### src/rtl/mu0_control_if.sv
// Control-path bundle between the MU0 sequencer and the datapath/memory:
// decode inputs and flags in, mux selects, strobes and status out.
interface mu0_control_if;
  logic [3:0]  opcode;
  logic        n_flag;
  logic        z_flag;
  logic        mem_rdy;
  logic        x_sel;
  logic        y_sel;
  logic        addr_sel;
  logic [1:0]  alu_fs;
  logic        pc_en;
  logic        ir_en;
  logic        acc_en;
  logic        mem_rd;
  logic        mem_wr;
  logic        halted;
  logic        illegal;
  logic [15:0] instr_count;

  modport master (
    output opcode, n_flag, z_flag, mem_rdy,
    input  x_sel, y_sel, addr_sel, alu_fs, pc_en, ir_en, acc_en, mem_rd, mem_wr,
    input  halted, illegal, instr_count
  );

  modport slave (
    input  opcode, n_flag, z_flag, mem_rdy,
    output x_sel, y_sel, addr_sel, alu_fs, pc_en, ir_en, acc_en, mem_rd, mem_wr,
    output halted, illegal, instr_count
  );
endinterface

### src/rtl/mu0_control.sv
// MU0 control unit: FETCH/EXEC/HALT sequencer with combinational decode,
// sticky illegal-opcode flag and a saturating retired-instruction counter.
module mu0_control #(
  // Value instr_count takes on reset; 0 in normal use.
  parameter logic [15:0] CountRstVal = 16'h0000
) (
  input  logic          clk,
  input  logic          reset,
  mu0_control_if.slave  bus_io
);

  typedef enum logic [1:0] {StFetch, StExec, StHalt} state_e;

  state_e      state_q, state_d;
  logic [15:0] count_q, count_d;
  logic        illegal_q, illegal_d;
  logic        retire;

  always_comb begin
    state_d         = state_q;
    illegal_d       = illegal_q;
    count_d         = count_q;
    retire          = 1'b0;
    bus_io.x_sel    = 1'b0;
    bus_io.y_sel    = 1'b0;
    bus_io.addr_sel = 1'b0;
    bus_io.alu_fs   = 2'b00;
    bus_io.pc_en    = 1'b0;
    bus_io.ir_en    = 1'b0;
    bus_io.acc_en   = 1'b0;
    bus_io.mem_rd   = 1'b0;
    bus_io.mem_wr   = 1'b0;

    unique case (state_q)
      StFetch: begin
        bus_io.mem_rd = 1'b1;
        bus_io.alu_fs = 2'b10;
        bus_io.ir_en  = bus_io.mem_rdy;
        bus_io.pc_en  = bus_io.mem_rdy;
        if (bus_io.mem_rdy) state_d = StExec;
      end
      StExec: begin
        case (bus_io.opcode)
          4'h0, 4'h2, 4'h3: begin
            bus_io.addr_sel = 1'b1;
            bus_io.mem_rd   = 1'b1;
            bus_io.x_sel    = (bus_io.opcode != 4'h0);
            bus_io.alu_fs   = (bus_io.opcode == 4'h0) ? 2'b00 :
                              (bus_io.opcode == 4'h2) ? 2'b01 : 2'b11;
            bus_io.acc_en   = bus_io.mem_rdy;
            if (bus_io.mem_rdy) begin
              state_d = StFetch;
              retire  = 1'b1;
            end
          end
          4'h1: begin
            bus_io.addr_sel = 1'b1;
            bus_io.mem_wr   = 1'b1;
            bus_io.x_sel    = 1'b1;
            if (bus_io.mem_rdy) begin
              state_d = StFetch;
              retire  = 1'b1;
            end
          end
          4'h4, 4'h5, 4'h6: begin
            // Conditional jumps not taken still retire, with no strobes.
            if ((bus_io.opcode == 4'h4) ||
                (bus_io.opcode == 4'h5 && !bus_io.n_flag) ||
                (bus_io.opcode == 4'h6 && !bus_io.z_flag)) begin
              bus_io.y_sel = 1'b1;
              bus_io.pc_en = 1'b1;
            end
            state_d = StFetch;
            retire  = 1'b1;
          end
          4'h7: state_d = StHalt;
          default: begin
            state_d   = StHalt;
            illegal_d = 1'b1;
          end
        endcase
      end
      StHalt: state_d = StHalt;
      default: state_d = StFetch;
    endcase

    if (retire && count_q != 16'hFFFF) count_d = count_q + 16'd1;

    if (reset) begin
      bus_io.pc_en  = 1'b0;
      bus_io.ir_en  = 1'b0;
      bus_io.acc_en = 1'b0;
      bus_io.mem_rd = 1'b0;
      bus_io.mem_wr = 1'b0;
    end
  end

  always_ff @(posedge clk) begin
    if (reset) begin
      state_q   <= StFetch;
      count_q   <= CountRstVal;
      illegal_q <= 1'b0;
    end else begin
      state_q   <= state_d;
      count_q   <= count_d;
      illegal_q <= illegal_d;
    end
  end

  assign bus_io.halted      = (state_q == StHalt);
  assign bus_io.illegal     = illegal_q;
  assign bus_io.instr_count = count_q;

endmodule

### src/flat_wrapper.sv
// flat-port wrapper written by rule: the top's interface ports become plain ports
module mu0_control_flat 
#(
                                                       
  parameter logic [15:0] CountRstVal = 16'h0000
)
  (clk, reset, bus_io_opcode, bus_io_n_flag, bus_io_z_flag, bus_io_mem_rdy, bus_io_x_sel, bus_io_y_sel, bus_io_addr_sel, bus_io_alu_fs, bus_io_pc_en, bus_io_ir_en, bus_io_acc_en, bus_io_mem_rd, bus_io_mem_wr, bus_io_halted, bus_io_illegal, bus_io_instr_count);
  mu0_control_if bus_io_i ();
  input  logic clk;
  input  logic reset;
  input wire logic [$bits(bus_io_i.opcode)-1:0] bus_io_opcode;
  input wire logic [$bits(bus_io_i.n_flag)-1:0] bus_io_n_flag;
  input wire logic [$bits(bus_io_i.z_flag)-1:0] bus_io_z_flag;
  input wire logic [$bits(bus_io_i.mem_rdy)-1:0] bus_io_mem_rdy;
  output wire logic [$bits(bus_io_i.x_sel)-1:0] bus_io_x_sel;
  output wire logic [$bits(bus_io_i.y_sel)-1:0] bus_io_y_sel;
  output wire logic [$bits(bus_io_i.addr_sel)-1:0] bus_io_addr_sel;
  output wire logic [$bits(bus_io_i.alu_fs)-1:0] bus_io_alu_fs;
  output wire logic [$bits(bus_io_i.pc_en)-1:0] bus_io_pc_en;
  output wire logic [$bits(bus_io_i.ir_en)-1:0] bus_io_ir_en;
  output wire logic [$bits(bus_io_i.acc_en)-1:0] bus_io_acc_en;
  output wire logic [$bits(bus_io_i.mem_rd)-1:0] bus_io_mem_rd;
  output wire logic [$bits(bus_io_i.mem_wr)-1:0] bus_io_mem_wr;
  output wire logic [$bits(bus_io_i.halted)-1:0] bus_io_halted;
  output wire logic [$bits(bus_io_i.illegal)-1:0] bus_io_illegal;
  output wire logic [$bits(bus_io_i.instr_count)-1:0] bus_io_instr_count;
  assign bus_io_i.opcode = bus_io_opcode;
  assign bus_io_i.n_flag = bus_io_n_flag;
  assign bus_io_i.z_flag = bus_io_z_flag;
  assign bus_io_i.mem_rdy = bus_io_mem_rdy;
  assign bus_io_x_sel = bus_io_i.x_sel;
  assign bus_io_y_sel = bus_io_i.y_sel;
  assign bus_io_addr_sel = bus_io_i.addr_sel;
  assign bus_io_alu_fs = bus_io_i.alu_fs;
  assign bus_io_pc_en = bus_io_i.pc_en;
  assign bus_io_ir_en = bus_io_i.ir_en;
  assign bus_io_acc_en = bus_io_i.acc_en;
  assign bus_io_mem_rd = bus_io_i.mem_rd;
  assign bus_io_mem_wr = bus_io_i.mem_wr;
  assign bus_io_halted = bus_io_i.halted;
  assign bus_io_illegal = bus_io_i.illegal;
  assign bus_io_instr_count = bus_io_i.instr_count;
  mu0_control #(.CountRstVal(CountRstVal)) u_core (.clk(clk), .reset(reset), .bus_io(bus_io_i));
endmodule
### config.mk
export PLATFORM = sky130hd
export DESIGN_NAME = mu0_control_flat
export DESIGN_NICKNAME = d
export VERILOG_FILES = /design/src/rtl/mu0_control_if.sv /design/src/rtl/mu0_control.sv /design/src/flat_wrapper.sv
export SDC_FILE = /design/constraint.sdc
export NUM_CORES = 1
export LEC_CHECK = 0
export ABC_AREA = 1
export CAP_MARGIN = 30
export CELL_PAD_IN_SITES_DETAIL_PLACEMENT = 1
export CELL_PAD_IN_SITES_GLOBAL_PLACEMENT = 2
export CORE_MARGIN = 8
export CORE_UTILIZATION = 23
export DETAILED_ROUTE_END_ITERATION = 16
export HOLD_SLACK_MARGIN = 0.03
export PLACE_DENSITY = 0.87
export SKIP_CTS_REPAIR_TIMING = 1
export SLEW_MARGIN = 20
export SYNTH_ARGS = -nofsm -noshare
export SYNTH_HDL_FRONTEND = slang
export SYNTH_SLANG_ARGS = --single-unit
### constraint.sdc
create_clock -name clk -period 1.9 [get_ports clk]
set_input_delay 0.38 -clock clk [delete_from_list [all_inputs] [get_ports clk]]
set_output_delay 0.38 -clock clk [all_outputs]
set_load 0.03 [all_outputs]
* After elaboration in Yosys (flattened, before gate mapping)
Index checks and enable logic that the tools add are counted.
** Word-level totals
- Word-level logic and storage cells :: 64
- Output and inout bits :: 28
- Register bits :: 19
** Cells by class
- Add/subtract/negate cells :: 1
- Reductions and logical operators :: 16
- Equality and inequality tests :: 12
- Mux-type cells :: 31
- Bitwise gates (word level) :: 1
** Operator list (count)
- $mux 1 :: 19
- $add 16x1->16 const B :: 1
- $eq 4x3->1 const B :: 4
- $ne 16x16->1 const B :: 1
- $mux 2 :: 5
- $eq 4x2->1 const B :: 2
- $pmux 1 s2 :: 4
- $pmux 2 s2 :: 2
- $reduce_or 8->1 :: 1
- $pmux 2 s3 :: 1
- $reduce_or 3->1 :: 2
- $eq 4x1->1 const B :: 1
- $logic_not 4->1 :: 1
- $reduce_and 2->1 :: 2
- $reduce_bool 4->1 :: 1
- $reduce_or 4->1 :: 1
- $logic_and 1x1->1 :: 3
- $ne 3x3->1 const B :: 1
- $eq 2x1->1 const B :: 1
- $eq 2x2->1 const B :: 1
- $logic_not 1->1 :: 2
- $logic_not 2->1 :: 1
- $logic_or 1x1->1 :: 2
- $ne 2x2->1 const B :: 1
- $not 1->1 :: 1

* Longest topological paths before layout
- Depth after elaboration :: 8
- Mapped depth :: 10
- Mapped depth without buffers :: 10

* Worst setup path after synthesis
OpenSTA, ideal clock, no wires.
- Kind :: input-to-output
- Start :: in bus_io_opcode[2]
- End :: out bus_io_mem_wr
- Data arrival time :: 1869 ps
- Setup slack :: -349 ps
- Required time :: 1520 ps
- Stages :: 5
- Cells stage by stage :: nor2_2 inv_1 nor2_1 inv_1 nor3_1
** Between the ends
- Longest elaborated chain between the ends :: 4
** RTL lines
- start, declared :: line flat_wrapper.sv:11 : input wire logic [$bits(bus_io_i.opcode)-1:0] bus_io_opcode;
- $eq 4x1->1 :: line mu0_control.sv:43 : case (bus_io.opcode)
- $mux 1 :: line mu0_control.sv:43
- $mux 1 :: line mu0_control.sv:34 : unique case (state_q)
- $mux 1 :: line mu0_control.sv:89 : if (reset) begin
- end, declared :: line flat_wrapper.sv:23 : output wire logic [$bits(bus_io_i.mem_wr)-1:0] bus_io_mem_wr;
No other way between the ends.

* Worst setup path after layout
- Start :: in bus_io_n_flag
- End :: out bus_io_pc_en
** Between the ends
- Longest elaborated chain between the ends :: 8
** RTL lines
- start, declared :: line flat_wrapper.sv:12 : input wire logic [$bits(bus_io_i.n_flag)-1:0] bus_io_n_flag;
- $logic_not 1->1 :: line mu0_control.sv:68 : (bus_io.opcode == 4'h5 && !bus_io.n_flag) ||
- $logic_and 1x1->1 :: line mu0_control.sv:68
- $logic_or 1x1->1 :: line mu0_control.sv:67 : if ((bus_io.opcode == 4'h4) ||
- $logic_or 1x1->1 :: line mu0_control.sv:68
- $mux 1 :: line mu0_control.sv:67
- $mux 1 :: line mu0_control.sv:43
- $pmux 1 s2 :: line mu0_control.sv:34
- $mux 1 :: line mu0_control.sv:89
- end, declared :: line flat_wrapper.sv:19 : output wire logic [$bits(bus_io_i.pc_en)-1:0] bus_io_pc_en;
No other way between the ends.

==> metrics.md <==
| Metric | Value |
|---|---|
| F_max | roughly 530 MHz |
| Mapped Cells | 191 |
| Synthesis-to-layout area growth | 52.18% |
| DP Cell Count | 311 |
| Count leader, synth | nand2_1 |
| Io pins | 37 |
| CP Data Required Time | roughly 1.5 ns |
| Cell Area, Synth | 1206 um2 |
| Clock root buffer | clkbuf_8 |
| TritonCTS clock tree | built |
| I/O Buffers | 36 |
| Slew @ Worst Pin | 0.3382 ns |
| Final setup viols | 0 |
| Slew margin rel. | 0.7739 |
| Initial Utilization | 0.2377 |
| Reg2Reg Setup Slack | 0.20 ns |
| Layout net count | about 260 |
| Number of global-route vias before repair | 1417 |
| Share of the synthesized area in the top cell type | 0.3154 |
| Clock Latency Late Sink | ~0.26 ns |
| Chip height | 88.42 um |
| P_leak | 0.0007814 uW |
| Post-synthesis register bit count | 19 |
| GRT Total Usage | 0.1032 |
| Status | finished, final reports clean |
| Power share of the sequential group | 0.477 |
| Detailed Route Iter0 Violations | 18 |
| Main synth FF type | dfxtp_1 |
| Post-synth net total | 201 |
| Crit. End Element | output port |
| Clk buf depth | 2 |
| Gpl congestion | between 0.8 and 0.9 |
| VDD IR-drop max | 0.1943 mV |
| Number of core rows | 26 |
| Psw | 240.5 uW |
| Gate power share | 0.187 |
| Min-Delay Path Class | reg2reg |
| Via count | 1396 |
| Core footprint | between 5000 and 6000 um2 |
| Pre-antenna DRT Iters | 2 |
| Endpoints failing hold | 0 |
| Sink Count | 19 |
| First-pass GRT wire length | 6.548 mm |
| Die width | 88.42 um |
| Setup Skew | 0.004466 ns |
| Placed Area | 1752 um2 |
| Max_cap viols | 0 |
| Clock Pin Slew Worst Setup and Hold Paths | approximately 0.080 ns |
| Async SR Flop Fraction | 0 |
| Switching portion of total power | 0.2793 |
| Crit path kind | in2out |
| Initial antenna violation count | 0 |
| Ant. Diodes | 0 |
| CP arrival | around 1.5 ns |
| Layout Cells excl Fill | around 320 |
| Number of flops mapped to enable cells by yosys | 0 |
| Final period util | 0.9907 |
| Fin. max-slew vios | 0 |
| Area contributors post-synth | dfxtp_1 32%, nand2_1 17%, nor2_1 9.6%, inv_1 7.2%, a21oi_2 5.8% |
| Seq/Total Area, Yosys | 0.3154 |
| Drt wl/cell | 12.52 um |
| CTS buffer count | 3 |
| Final Instance Area | approximately 1800 um2 |
| Min cycle time layout | 1.882 ns |
| Post-Route WL | just under 4 mm |
| Total power | ~860 uW |
| Residual DRC | 0 |
| RSZ-0062 raised after global routing | yes |
| Die area | 7817 um2 |
| Layout cells sized above 1 | 0.2367 |
| Ys Warns | 0 |
| ANT nets after route | 0 |
| Largest net degree at the start of global routing | 12 |
| Vias per cell | 4.432 |
| H-tree levels | 1 |
| Gr ovfl total | 0 |
| Area leader, netlist | dfxtp_1 |
| Worst-path maximum fanout | 2 |
| Crit start category | input port |
| Post-DP HPWL | between 3 and 4 mm |
| Synth cell count leaders | 55 x nand2_1, 31 x nor2_1, 23 x inv_1, 19 x dfxtp_1, 13 x nand3_1 |
| Pint | between 600 and 700 uW |
| Clock share of power | 0.335 |
| Pwr dens | 469.0 nW/um2 |
| Cell variety after synth | 27 |
| Syn_area_per_cell | roughly 6.3 um2 |
-- final cells by class --
class,instances,area [um2]
clock buffer,3,41.29
clock inverter,1,5.005
fill,682,3239
inverter,25,93.84
multi-input combinational,143,735.7
sequential,19,382.9
tap,70,87.58
timing repair buffer,54,489.2
-- worst max-delay path, stage by stage --
cell and delay (ns):
clkdlybuf4s50_1 0.39, a22o_1 0.20, or2_4 0.23, a21oi_2 0.15
buf_6 0.14
-- final timing paths --
path / startpoint / endpoint / depth (start not counted)
worst max register to register: u_core.bus_io.instr_count[0] / u_core.bus_io.instr_count[8] / 11
worst min-delay path: u_core.bus_io.illegal / u_core.bus_io.illegal / 1
worst min register to register: u_core.bus_io.illegal / u_core.bus_io.illegal / 1
worst max-delay path: bus_io_n_flag / bus_io_pc_en / 5
-- sequential cells by signal, summed over array words and instances (netlist names) --
name and count:
u_core.bus_io.illegal 1, u_core.state_q 2, u_core.bus_io.instr_count 16
-- cell usage in the layout, fill, tap and decap left out, drive strengths merged --
master / instances
nand2: 57
dfxtp: 19
buf: 28
nand4: 3
clkinv: 2
xor2: 5
a31oi: 1
a211oi: 1
a21oi: 16
nand3: 13
inv: 24
dlymetal6s2s: 6
clkbuf: 3
xnor2: 1
clkdlybuf4s50: 20
a22o: 1
nor2: 35
nor4: 1
nor3: 2
or2: 1
o21ai: 4
o21a: 1
ha: 1
-- cells by family after synthesis --
family | after synthesis | share of synthesized area
adders and majority gates | 1 | 0.01037
and+or+nand+nor | 112 | 0.3952
AOI/OAI and AO/OA | 24 | 0.1328
xor gates and xnor gates | 6 | 0.04357
DFF | 19 | 0.3153
buffers and inverters | 29 | 0.1027
-- per-layer routing --
metal	vias to the layer above	track usage	wire length, um
li1	709	-	-
met1	659	0.1243	1929
met2	26	0.1806	1807
met3	2	0.02043	187
met4	0	0.02765	19
met5	-	0	0
-- power groups by stage --
| stage | sequential [uW] | combinational, uW | clock [uW] |
|---|---|---|---|
| 2_1_floorplan | 424 | 74.5 | 0 |
| 3_3_place_gp | 419 | 158 | 0 |
| 3_5_place_dp | 420 | 160 | 0 |
| 4_1_cts | 411 | 161 | 308 |
| 5_1_grt | 412 | 175 | 323 |
| 6_report | 411 | 161 | 289 |
-- per-stage QoR --
stage          setup slack (ns)  setup TNS, ns    util  hold slack [ns]
2_1_floorplan           0.04566              0       -           0.5699
3_3_place_gp            -0.2047         -2.973  0.3452           0.4512
3_5_place_dp            -0.2227         -2.916  0.3452           0.4545
4_1_cts                 -0.2295         -1.189  0.3543           0.4747
5_1_grt                -0.02135       -0.02135  0.3617           0.5041
6_report                0.01772              0  0.3617           0.4655
Power figures use the tool's default switching activity.
